`src/rtl/rob_pkg.sv`:
```
// rtl/rob_pkg.sv - reorder buffer sizing, tag widths and entry types shared with rs and lsq
package rob_pkg;

  localparam int ROB_DEPTH  = 64;
  localparam int ROB_IDX_W  = $clog2(ROB_DEPTH);
  localparam int PREG_WIDTH = 6;
  localparam int AREG_WIDTH = 5;
  localparam int PC_WIDTH   = 12;
  localparam int NUM_CMP    = 3;

  typedef logic [ROB_IDX_W-1:0] rob_idx_t;

  typedef struct packed {
    logic                  reg_write;
    logic [AREG_WIDTH-1:0] rd_arch;
    logic [PREG_WIDTH-1:0] rd_phys;
    logic [PREG_WIDTH-1:0] old_rd;
    logic [PC_WIDTH-1:0]   pc;
  } rob_payload_t;

  typedef struct packed {
    logic         valid;
    logic         done;
    rob_payload_t data;
  } rob_entry_t;

endpackage

```
`src/rtl/reorder_buffer_if.sv`:
```
// rtl/reorder_buffer_if.sv - dispatch, completion, retire and occupancy signals of the reorder buffer
interface reorder_buffer_if;
  import rob_pkg::*;

  logic                         alloc_valid;
  logic                         alloc_reg_write;
  logic [AREG_WIDTH-1:0]        alloc_rd_arch;
  logic [PREG_WIDTH-1:0]        alloc_rd_phys;
  logic [PREG_WIDTH-1:0]        alloc_old_rd;
  logic [PC_WIDTH-1:0]          alloc_pc;
  logic                         alloc_ready;
  logic [ROB_IDX_W-1:0]         rob_num;
  logic [NUM_CMP-1:0]           cmp_valid;
  logic [NUM_CMP*ROB_IDX_W-1:0] cmp_rob_num;
  logic                         retire_valid;
  logic [AREG_WIDTH-1:0]        retire_rd_arch;
  logic [PREG_WIDTH-1:0]        retire_rd_phys;
  logic [PC_WIDTH-1:0]          retire_pc;
  logic                         rob_push;
  logic [PREG_WIDTH-1:0]        rob_free_reg;
  logic                         empty;
  logic                         full;
  logic [ROB_IDX_W:0]           count;

  modport master (
    output alloc_valid, alloc_reg_write, alloc_rd_arch, alloc_rd_phys, alloc_old_rd, alloc_pc,
    output cmp_valid, cmp_rob_num,
    input  alloc_ready, rob_num, retire_valid, retire_rd_arch, retire_rd_phys, retire_pc,
    input  rob_push, rob_free_reg, empty, full, count
  );

  modport slave (
    input  alloc_valid, alloc_reg_write, alloc_rd_arch, alloc_rd_phys, alloc_old_rd, alloc_pc,
    input  cmp_valid, cmp_rob_num,
    output alloc_ready, rob_num, retire_valid, retire_rd_arch, retire_rd_phys, retire_pc,
    output rob_push, rob_free_reg, empty, full, count
  );

endinterface

```
`src/rtl/rob_cmp_decode.sv`:
```
// rtl/rob_cmp_decode.sv - folds the completion ports into a one-hot set of entries to mark done
module rob_cmp_decode
  import rob_pkg::*;
(
  input  logic [NUM_CMP-1:0]           cmp_valid,
  input  logic [NUM_CMP*ROB_IDX_W-1:0] cmp_rob_num,
  output logic [ROB_DEPTH-1:0]         done_set
);

  always_comb begin
    done_set = '0;
    for (int i = 0; i < NUM_CMP; i++) begin
      if (cmp_valid[i]) done_set[cmp_rob_num[i*ROB_IDX_W +: ROB_IDX_W]] = 1'b1;
    end
  end

endmodule

```
`src/rtl/reorder_buffer.sv`:
```
// rtl/reorder_buffer.sv - circular in-order ROB: allocate at tail, complete by tag, retire one per cycle
// from the head. Defining ROB_FLUSH_EN adds a flush input that empties the buffer.
module reorder_buffer
  import rob_pkg::*;
(
  input logic clk,
  input logic rst,
`ifdef ROB_FLUSH_EN
  input logic flush,
`endif
  reorder_buffer_if.slave rob
);

  rob_payload_t         payload [ROB_DEPTH];
  logic [ROB_DEPTH-1:0] valid_q;
  logic [ROB_DEPTH-1:0] done_q;
  logic [ROB_DEPTH-1:0] done_set;
  rob_idx_t             head;
  rob_idx_t             tail;
  logic [ROB_IDX_W:0]   count_q;
  rob_entry_t           head_e;
  rob_payload_t         new_pl;
  logic                 full_w;
  logic                 alloc_fire;
  logic                 retire_fire;
  logic                 flush_fire;
  logic                 push_w;

`ifdef ROB_FLUSH_EN
  assign flush_fire = flush;
`else
  assign flush_fire = 1'b0;
`endif

  rob_cmp_decode u_cmp_decode (
    .cmp_valid   (rob.cmp_valid),
    .cmp_rob_num (rob.cmp_rob_num),
    .done_set    (done_set)
  );

  // Occupancy alone decides full/empty so head==tail is never ambiguous.
  assign full_w      = (count_q == (ROB_IDX_W+1)'(ROB_DEPTH));
  assign alloc_fire  = rob.alloc_valid && !full_w;
  assign head_e      = '{valid: valid_q[head], done: done_q[head], data: payload[head]};
  assign retire_fire = head_e.valid && head_e.done;
  assign push_w      = retire_fire && head_e.data.reg_write && (head_e.data.rd_arch != '0);
  assign new_pl      = '{reg_write: rob.alloc_reg_write, rd_arch: rob.alloc_rd_arch,
                         rd_phys: rob.alloc_rd_phys, old_rd: rob.alloc_old_rd, pc: rob.alloc_pc};

  assign rob.alloc_ready = !full_w;
  assign rob.rob_num     = tail;
  assign rob.count       = count_q;
  assign rob.empty       = (count_q == '0);
  assign rob.full        = full_w;

  always_ff @(posedge clk) begin
    if (alloc_fire && !flush_fire) payload[tail] <= new_pl;
  end

  always_ff @(posedge clk or negedge rst) begin
    if (!rst) begin
      valid_q <= '0;
      done_q  <= '0;
      head    <= '0;
      tail    <= '0;
      count_q <= '0;
    end else if (flush_fire) begin
      valid_q <= '0;
      done_q  <= '0;
      head    <= '0;
      tail    <= '0;
      count_q <= '0;
    end else begin
      done_q <= done_q | (done_set & valid_q);
      if (retire_fire) begin
        valid_q[head] <= 1'b0;
        done_q[head]  <= 1'b0;
        head          <= head + rob_idx_t'(1);
      end
      if (alloc_fire) begin
        valid_q[tail] <= 1'b1;
        done_q[tail]  <= 1'b0;
        tail          <= tail + rob_idx_t'(1);
      end
      count_q <= count_q + (ROB_IDX_W+1)'(alloc_fire) - (ROB_IDX_W+1)'(retire_fire);
    end
  end

  // Retire outputs hold for exactly one cycle after the retiring edge and are zero otherwise.
  always_ff @(posedge clk or negedge rst) begin
    if (!rst) begin
      rob.retire_valid   <= 1'b0;
      rob.retire_rd_arch <= '0;
      rob.retire_rd_phys <= '0;
      rob.retire_pc      <= '0;
      rob.rob_push       <= 1'b0;
      rob.rob_free_reg   <= '0;
    end else begin
      rob.retire_valid   <= retire_fire && !flush_fire;
      rob.retire_rd_arch <= (retire_fire && !flush_fire) ? head_e.data.rd_arch : '0;
      rob.retire_rd_phys <= (retire_fire && !flush_fire) ? head_e.data.rd_phys : '0;
      rob.retire_pc      <= (retire_fire && !flush_fire) ? head_e.data.pc : '0;
      rob.rob_push       <= push_w && !flush_fire;
      rob.rob_free_reg   <= (push_w && !flush_fire) ? head_e.data.old_rd : '0;
    end
  end

endmodule

```
`src/flat_wrapper.sv`:
```
// flat-port wrapper written by rule: the top's interface ports become plain ports
module reorder_buffer_flat import rob_pkg::*;
  (clk, rst, rob_alloc_valid, rob_alloc_reg_write, rob_alloc_rd_arch, rob_alloc_rd_phys, rob_alloc_old_rd, rob_alloc_pc, rob_cmp_valid, rob_cmp_rob_num, rob_alloc_ready, rob_rob_num, rob_retire_valid, rob_retire_rd_arch, rob_retire_rd_phys, rob_retire_pc, rob_rob_push, rob_rob_free_reg, rob_empty, rob_full, rob_count);
  reorder_buffer_if rob_i ();
  input logic clk;
  input logic rst;
  input wire logic [$bits(rob_i.alloc_valid)-1:0] rob_alloc_valid;
  input wire logic [$bits(rob_i.alloc_reg_write)-1:0] rob_alloc_reg_write;
  input wire logic [$bits(rob_i.alloc_rd_arch)-1:0] rob_alloc_rd_arch;
  input wire logic [$bits(rob_i.alloc_rd_phys)-1:0] rob_alloc_rd_phys;
  input wire logic [$bits(rob_i.alloc_old_rd)-1:0] rob_alloc_old_rd;
  input wire logic [$bits(rob_i.alloc_pc)-1:0] rob_alloc_pc;
  input wire logic [$bits(rob_i.cmp_valid)-1:0] rob_cmp_valid;
  input wire logic [$bits(rob_i.cmp_rob_num)-1:0] rob_cmp_rob_num;
  output wire logic [$bits(rob_i.alloc_ready)-1:0] rob_alloc_ready;
  output wire logic [$bits(rob_i.rob_num)-1:0] rob_rob_num;
  output wire logic [$bits(rob_i.retire_valid)-1:0] rob_retire_valid;
  output wire logic [$bits(rob_i.retire_rd_arch)-1:0] rob_retire_rd_arch;
  output wire logic [$bits(rob_i.retire_rd_phys)-1:0] rob_retire_rd_phys;
  output wire logic [$bits(rob_i.retire_pc)-1:0] rob_retire_pc;
  output wire logic [$bits(rob_i.rob_push)-1:0] rob_rob_push;
  output wire logic [$bits(rob_i.rob_free_reg)-1:0] rob_rob_free_reg;
  output wire logic [$bits(rob_i.empty)-1:0] rob_empty;
  output wire logic [$bits(rob_i.full)-1:0] rob_full;
  output wire logic [$bits(rob_i.count)-1:0] rob_count;
  assign rob_i.alloc_valid = rob_alloc_valid;
  assign rob_i.alloc_reg_write = rob_alloc_reg_write;
  assign rob_i.alloc_rd_arch = rob_alloc_rd_arch;
  assign rob_i.alloc_rd_phys = rob_alloc_rd_phys;
  assign rob_i.alloc_old_rd = rob_alloc_old_rd;
  assign rob_i.alloc_pc = rob_alloc_pc;
  assign rob_i.cmp_valid = rob_cmp_valid;
  assign rob_i.cmp_rob_num = rob_cmp_rob_num;
  assign rob_alloc_ready = rob_i.alloc_ready;
  assign rob_rob_num = rob_i.rob_num;
  assign rob_retire_valid = rob_i.retire_valid;
  assign rob_retire_rd_arch = rob_i.retire_rd_arch;
  assign rob_retire_rd_phys = rob_i.retire_rd_phys;
  assign rob_retire_pc = rob_i.retire_pc;
  assign rob_rob_push = rob_i.rob_push;
  assign rob_rob_free_reg = rob_i.rob_free_reg;
  assign rob_empty = rob_i.empty;
  assign rob_full = rob_i.full;
  assign rob_count = rob_i.count;
  reorder_buffer u_core (.clk(clk), .rst(rst), .rob(rob_i));
endmodule
```
`config.mk`:
```
export PLATFORM = sky130hd
export DESIGN_NAME = reorder_buffer_flat
export DESIGN_NICKNAME = d
export VERILOG_FILES = /design/src/rtl/rob_pkg.sv /design/src/rtl/reorder_buffer_if.sv /design/src/rtl/rob_cmp_decode.sv /design/src/rtl/reorder_buffer.sv /design/src/flat_wrapper.sv
export SDC_FILE = /design/constraint.sdc
export NUM_CORES = 2
export LEC_CHECK = 0
export ABC_AREA = 1
export BUFFER_PORTS_ARGS = -buffer_cell sky130_fd_sc_hd__buf_4
export CAP_MARGIN = 20
export CORE_MARGIN = 3
export CORE_UTILIZATION = 55
export DETAILED_ROUTE_END_ITERATION = 10
export MAX_ROUTING_LAYER = met4
export PLACE_DENSITY_LB_ADDON = 0.15
export SKIP_LAST_GASP = 1
export SLEW_MARGIN = 20
export SYNTH_ARGS = -nofsm -noshare
export SYNTH_HDL_FRONTEND = slang
export SYNTH_SLANG_ARGS = --single-unit
```
`constraint.sdc`:
```
create_clock -name clk -period 3.6 [get_ports clk]
set_input_delay 0.36 -clock clk [delete_from_list [all_inputs] [get_ports clk]]
set_output_delay 0.36 -clock clk [all_outputs]
set_load 0.03 [all_outputs]
```
---- After elaboration in Yosys (flattened, before gate mapping) ----
Memory sizes are Yosys's and may differ from the RTL's.
Cells that the tools add are included.
word-level totals
  register bits ........................... 178
  memory bits (writable) .................. 1920
  memories kept ........................... 1
  output and inout port bits .............. 47
  logic and storage cells ................. 76
  input port bits ......................... 54
operators by class
  reduce and logical (&&, ||, !) cells .... 12
  equal/unequal tests ..................... 1
  mux-type cells .......................... 27
  order comparisons ....................... 10
  bitwise operators ....................... 10
  add/sub/neg operators ................... 4
memories
  memory          words  bits a word  rd ports  clocked after memory_dff  write ports  line                  text
  u_core.payload  64     30           1         0                         1            reorder_buffer.sv:14  rob_payload_t payload [ROB_DEPTH];
operators by type and width
  cell                 count
  $mux 64              7
  $and 64x64->64       4
  $or 64x64->64        4
  $not 64->64          2
  $lt 6x7->1 const B   5
  $demux 1 s6          5
  $ge 6x1->1 const B   5
  $add 6x1->6 const B  2
  $bmux 1 s6           2
  $mux 12              1
  $mux 6               2
  $logic_and 1x1->1    9
  $mux 1               9
  $add 7x1->7          1
  $eq 7x7->1 const B   1
  $logic_not 7->1      1
  $sub 7x1->7          1
  $mux 5               1
  $reduce_bool 5->1    1
  $logic_not 1->1      1

---- Logic depth before layout (Yosys ltp) ----
  word-level depth ........................ 15
  depth in mapped cells ................... 26
  mapped depth without buffers ............ 23

---- Hierarchy ----
From an unflattened synthesis, not the netlist that was laid out.
second synthesis, totals
  cell total of the unflattened synthesis .. 6577
  area total of the unflattened synthesis .. 82736.9 sq um
modules (own cells, without submodules)
  module          cells an instance  instances  seq. area each (sq um)  area an instance (sq um)
  reorder_buffer  6198               1          62109.6                 81200.4
  rob_cmp_decode  379                1          0.0                     1536.5

---- Worst setup path before layout ----
No wires, ideal clock.
  kind .................................... flip-flop to flip-flop
  from .................................... register u_core.count_q[2] (netlist: u_core.rob.count[2])
  to ...................................... memory u_core.payload[33][0] (netlist bit) (enable)
  period minus slack after synthesis ...... 3665 ps
  data required time ...................... 3180 ps
  slack ................................... -65 ps
  arrival ................................. 3245 ps
  buffers on the path ..................... 1
  library setup time ...................... 420 ps
  cell stages (with the launch flop) ...... 11
  cells stage by stage .................... dfrtp_1 -> inv_1 -> ha_1 -> nand3_1 -> nor2_1 -> inv_1 -> nand2_1 -> buf_2 -> inv_1 -> nand3_1 -> nor2_1
on the way
  word-level cells in the longest chain between the ends .. 5
ends and longest elaborated chain
  item                          line                  text
  start, declared               reorder_buffer.sv:20  logic [ROB_IDX_W:0] count_q;
  start signal, assigned        reorder_buffer.sv:85  count_q <= count_q + (ROB_IDX_W+1)'(alloc_fire) - (ROB_IDX_W+1)'(retire_fire);
  $eq 7x7->1                    reorder_buffer.sv:42  assign full_w = (count_q == (ROB_IDX_W+1)'(ROB_DEPTH));
  named net rob_full            flat_wrapper.sv:24    output wire logic [$bits(rob_i.full)-1:0] rob_full;
  $logic_not 1->1               --
  named net rob_alloc_ready     flat_wrapper.sv:15    output wire logic [$bits(rob_i.alloc_ready)-1:0] rob_alloc_ready;
  $logic_and 1x1->1             reorder_buffer.sv:43  assign alloc_fire = rob.alloc_valid && !full_w;
  named net u_core.alloc_fire   reorder_buffer.sv:24  logic alloc_fire;
  $mux 1                        reorder_buffer.sv:57  if (alloc_fire && !flush_fire) payload[tail] <= new_pl;
  $mux 1 (not written as such)  reorder_buffer.sv:57
  end, declared                 reorder_buffer.sv:14
The timed path passes the listed nets, and every way through them passes these cells.

---- Worst setup path after layout ----
  from .................................... register u_core.head[0]
  to ...................................... register u_core.count_q[6] (netlist: u_core.rob.count[6])
on the way
  word-level cells in the longest chain between the ends .. 4
  elaborated cells on any way between the ends .. 6
  those cells by class .................... add/sub: 1; mux: 4; reduce/logical: 1
ends and longest elaborated chain
  item                          line                  text
  start, declared               reorder_buffer.sv:18  rob_idx_t head;
  start signal, assigned        reorder_buffer.sv:78  head <= head + rob_idx_t'(1);
  $bmux 1 s6                    reorder_buffer.sv:44  assign head_e = '{valid: valid_q[head], done: done_q[head], data: payload[head]};
  $mux 1 (not written as such)  reorder_buffer.sv:44
  $logic_and 1x1->1 (*)         reorder_buffer.sv:45  assign retire_fire = head_e.valid && head_e.done;
  $sub 7x1->7 (*)               reorder_buffer.sv:85
Every way passes the cells marked *; elsewhere a longest branch is shown, timed or not. The select of a mux whose other input is x is not followed.
A chain may end at the register's enable or synchronous reset.

==> metrics.md <==
| Metric | Value |
|---|---|
| Status | `finished, final reports clean` |
| Die Y | `slightly below 400 um` |
| Sw Share | `around 34%` |
| Critical path peak fanout | `41` |
| Final hold violations | `0` |
| First-pass GRT wire length | `between 300000 and 400000 um` |
| Maxcap violations | `0` |
| Slew @ Worst Pin | `between 1 and 1.5 ns` |
| CP Capture Type | `flip-flop` |
| Antenna violations before repair | `7` |
| Pint | `about 46 mW` |
| Final setup fails | `0` |
| Clock power share | `30.6%` |
| # rows | `~140` |
| Synthesized flop and latch total | `approximately 2100` |
| Hold Startpoint | `rob_alloc_pc[6]` |
| Headroom to the max-slew limit | `a little under a quarter` |
| Core footprint | `~0.15 mm2` |
| Routed Antenna Nets | `0` |
| Number of I/O port buffers | `100` |
| Starting Density | `55.7%` |
| Clk Latency, worst-skew pair | `around 0.85 ns` |
| Sw power | `between 20 and 25 mW` |
| Dpl hpwl | `155000 um` |
| Total Wirelength | `approximately 270000 um` |
| WP data required | `4.31 ns` |
| DR vias | `approximately 56000` |
| Achievable clock frequency | `between 0.2 and 0.3 GHz` |
| RSZ-0062 raised after global routing | `true` |
| Avg WL per Cell | `29.4 um` |
| Largest register FFs | `~1900` |
| H-tree depth | `4` |
| Via density per instance | `~6.2` |
| Top Registers | `u_core.payload x1920, u_core.done_q x64, u_core.valid_q x64` |
| Reg2reg start | `u_core.head[0]` |
| DRT iter0 DRCs | `between 7000 and 8000` |
| Setup CP Type | `flip-flop to flip-flop` |
| Clock-pin slew on the worst setup and hold paths | `about 0.060 ns` |
| Syn Nets | `roughly 6700` |
| Grt total ovfl | `0` |
| Die Span X | `394 um` |
| Commonest non-fill, non-tap cells in the layout | `edfxtp_1, nand2_1, nor2_1, o22ai_1, inv_1` |
| Yosys cell types | `between 40 and 50` |
| Worst Hold Class | `primary input to flip-flop` |
| CP Data Arrival Time | `4.15 ns` |
| Setup repair bufs after CTS | `0` |
| Combinational share of power | `between 20% and 30%` |
| Worst Setup Start Kind | `flip-flop` |
| Maximum VDD drop | `644 uV` |
| Critical path's slowest cell | `dfrtp_4` |
| Max stage delay on crit path | `roughly 0.53 ns` |
| Area Overhead vs Synth | `14.8%` |
| Synth Warn # | `0` |
| Clock net sink count | `around 2100` |
| Fillers | `11100` |
| Most used cell, CP | `nand2_1` |
| Lkg Pwr | `roughly 35 nW` |
| Final core occ | `between 60% and 70%` |
| Area leader, netlist | `edfxtp_1` |
| Largest net degree at the start of global routing | `171` |
| Layout cells sized above 1 | `a little under an eighth` |
| Fin crit share | `between 90% and 100%` |
| # nets final | `around 7000` |
| Synth top area cells | `edfxtp_1, nand2_1, dfrtp_1, nor2_1, o22ai_1` |
| Gpl congestion | `between 0.9 and 1` |
| Die area | `~0.16 mm2` |
| CTS Root Cell | `clkbuf_16` |
| Clock Skews | `approximately 0.043 ns` |
| Cell Chain, Critical Path | `inv_16, buf_4, buf_4, o21ai_0, o21ai_0, o21ai_1, nand2_1, nor2_1, nand2_1, nand2_2, inv_2, ha_1, inv_1, ha_1, inv_1, fa_2, o21ai_2, nand2_1, a21oi_1, nor2_1, xor2_1` |
| Num CTS Buffers | `between 200 and 250` |
| Syn avg cell area | `between 10 and 15 um2` |
| R2r endpoint | `u_core.rob.count[6]` |
| Cell Area, Synth | `roughly 0.083 mm2` |
| Commonest non-fill, non-tap cell in the layout | `edfxtp_1` |
| Final hold slack | `roughly 0.04 ns` |
| Maximum clock path buffer count | `3` |
| GRT Total Usage | `between 30% and 40%` |
| Seq/Total Area, Yosys | `approximately 75%` |
| Biggest register | `u_core.payload` |
| # DRC | `0` |
| PwrDens | `726 mW/mm2` |
| Critical Path End | `u_core.rob.count[6]` |
| Total Power | `~69 mW` |
| Max-slew violations | `0` |
| CTS tree | `built` |
| Critical path launch point | `u_core.head[0]` |
| Drt pass-1 iters | `6` |
| Worst reg2reg path depth | `21` |
| Reg2Reg Setup Slack | `roughly 0.16 ns` |
| Vias in the first global route | `52700` |
| Seq pwr share | `41.7%` |
| Cells after synthesis | `between 6000 and 7000` |
| Io pins | `~100` |
| Min Tclk post-route | `around 3.4 ns` |
| Non-Filler Instances | `about 9000` |
| Placed cell count | `8690` |
| Top-area cell type share of the netlist area | `between 60% and 70%` |
synthesized netlist by cell type (all sizes together):
master and instances:
a211oi 1, nand4 64, xor2 10, o21bai 1
ha 11, nor3b 1, o31ai 17, a21o 26
o22a 27, inv 354, a21oi 97, dfrtp 178
nand3 62, o221ai 56, nor4 2, a31oi 1
o22ai 553, clkinv 1, nor3 114, nor2 949
xnor2 3, o211ai 47, o2111ai 5, nand3b 13
or2 41, edfxtp 1920, buf 262, o311ai 7
nand2 1575, o21ai 150, fa 1, clkbuf 49
stage by stage:
| step | setup WS [ns] | setup TNS [ns] | cell area, um2 |
|---|---|---|---|
| 2_1_floorplan | -0.0651 | -13.77 | 82800 |
| 3_3_place_gp | 0.0856 | 0 | 88300 |
| 3_5_place_dp | 0.0734 | 0 | 88400 |
| 4_1_cts | 0.0632 | 0 | 95000 |
| 5_1_grt | -0.0248 | -0.0248 | 95100 |
| 6_report | 0.164 | 0 | 95100 |
worst max-delay path: cells and delay by family, from the launching register on:
kind	cells	cell delay, ns
flip-flops	1	0.53
buffers and inverters	6	0.64
adder cells (fa/ha/maj)	3	0.79
AO/OA/AOI/OAI	5	0.69
AND/OR/NAND/NOR	6	0.50
XOR/XNOR	1	0.13
how the worst min path moves through the flow:
stage	cells past startpoint	endpoint	slack [ns]
floorplan	0	u_core.done_q[0]	0.06
global placement	1	u_core.rob.count[6]	0.44
detailed placement	1	u_core.rob.count[6]	0.44
CTS	1	u_core.payload[60][6]	0.02
global route	1	u_core.payload[61][6]	0.05
finish	1	u_core.payload[61][6]	0.04
power groups by stage:
| stage | sequential, mW | clock (mW) | combinational [mW] |
|---|---|---|---|
| after detailed placement | 29.2 | 0 | 18.7 |
| after global routing | 28.8 | 22.2 | 20.6 |
| after global placement | 29.2 | 0 | 18.5 |
| after floorplan | 29.2 | 0 | 11.2 |
| after CTS | 28.7 | 21.2 | 18.8 |
| final | 28.8 | 21.1 | 19.2 |
repair_timing:
action | 4_1_cts | 5_1_grt
endpoints found under the setup margin | 0 | 10
endpoints found under the hold margin | 78 | 0
hold buffers | 1 | 0
resized for setup | 0 | 9
final cells by class:
cell class / count / area (um2) / share of cell area, %
sequential: 2098 / 62100 / 65.3
multi-input combinational: 3834 / 18300 / 19.3
clock buffer: 264 / 5470 / 5.76
timing repair buffer: 403 / 4180 / 4.39
tap: 2002 / 2500 / 2.64
inverter: 355 / 1350 / 1.42
clock inverter: 116 / 1110 / 1.17
antenna: 6 / 15.0 / 0.0158
cells by family (layout without fill, tap and decap cells):
| logic type | Yosys count | in the layout | share of synthesized area (%) |
|---|---|---|---|
| buf+inv | 666 | 1138 | 3.63 |
| compound gates | 988 | 988 | 7.52 |
| xor+xnor | 13 | 13 | 0.137 |
| simple gates | 2821 | 2821 | 13.5 |
| flops | 2098 | 2098 | 75.0 |
| other cells | 0 | 6 | 0 |
| fa+ha+maj | 12 | 12 | 0.190 |
routing by layer:
| metal | vias up | share of wire (%) | wire length, um | global-route usage (%) |
|---|---|---|---|---|
| met2 | 3669 | 46 | 124000 | 52.8 |
| met4 | 0 | 4.0 | 10800 | 12.4 |
| met1 | 27900 | 38 | 102000 | 47.7 |
| met3 | 601 | 12 | 31100 | 6.45 |
| met5 | - | 0 | 0 | - |
| li1 | 24100 | - | - | - |
Power figures use the tool's default switching activity.
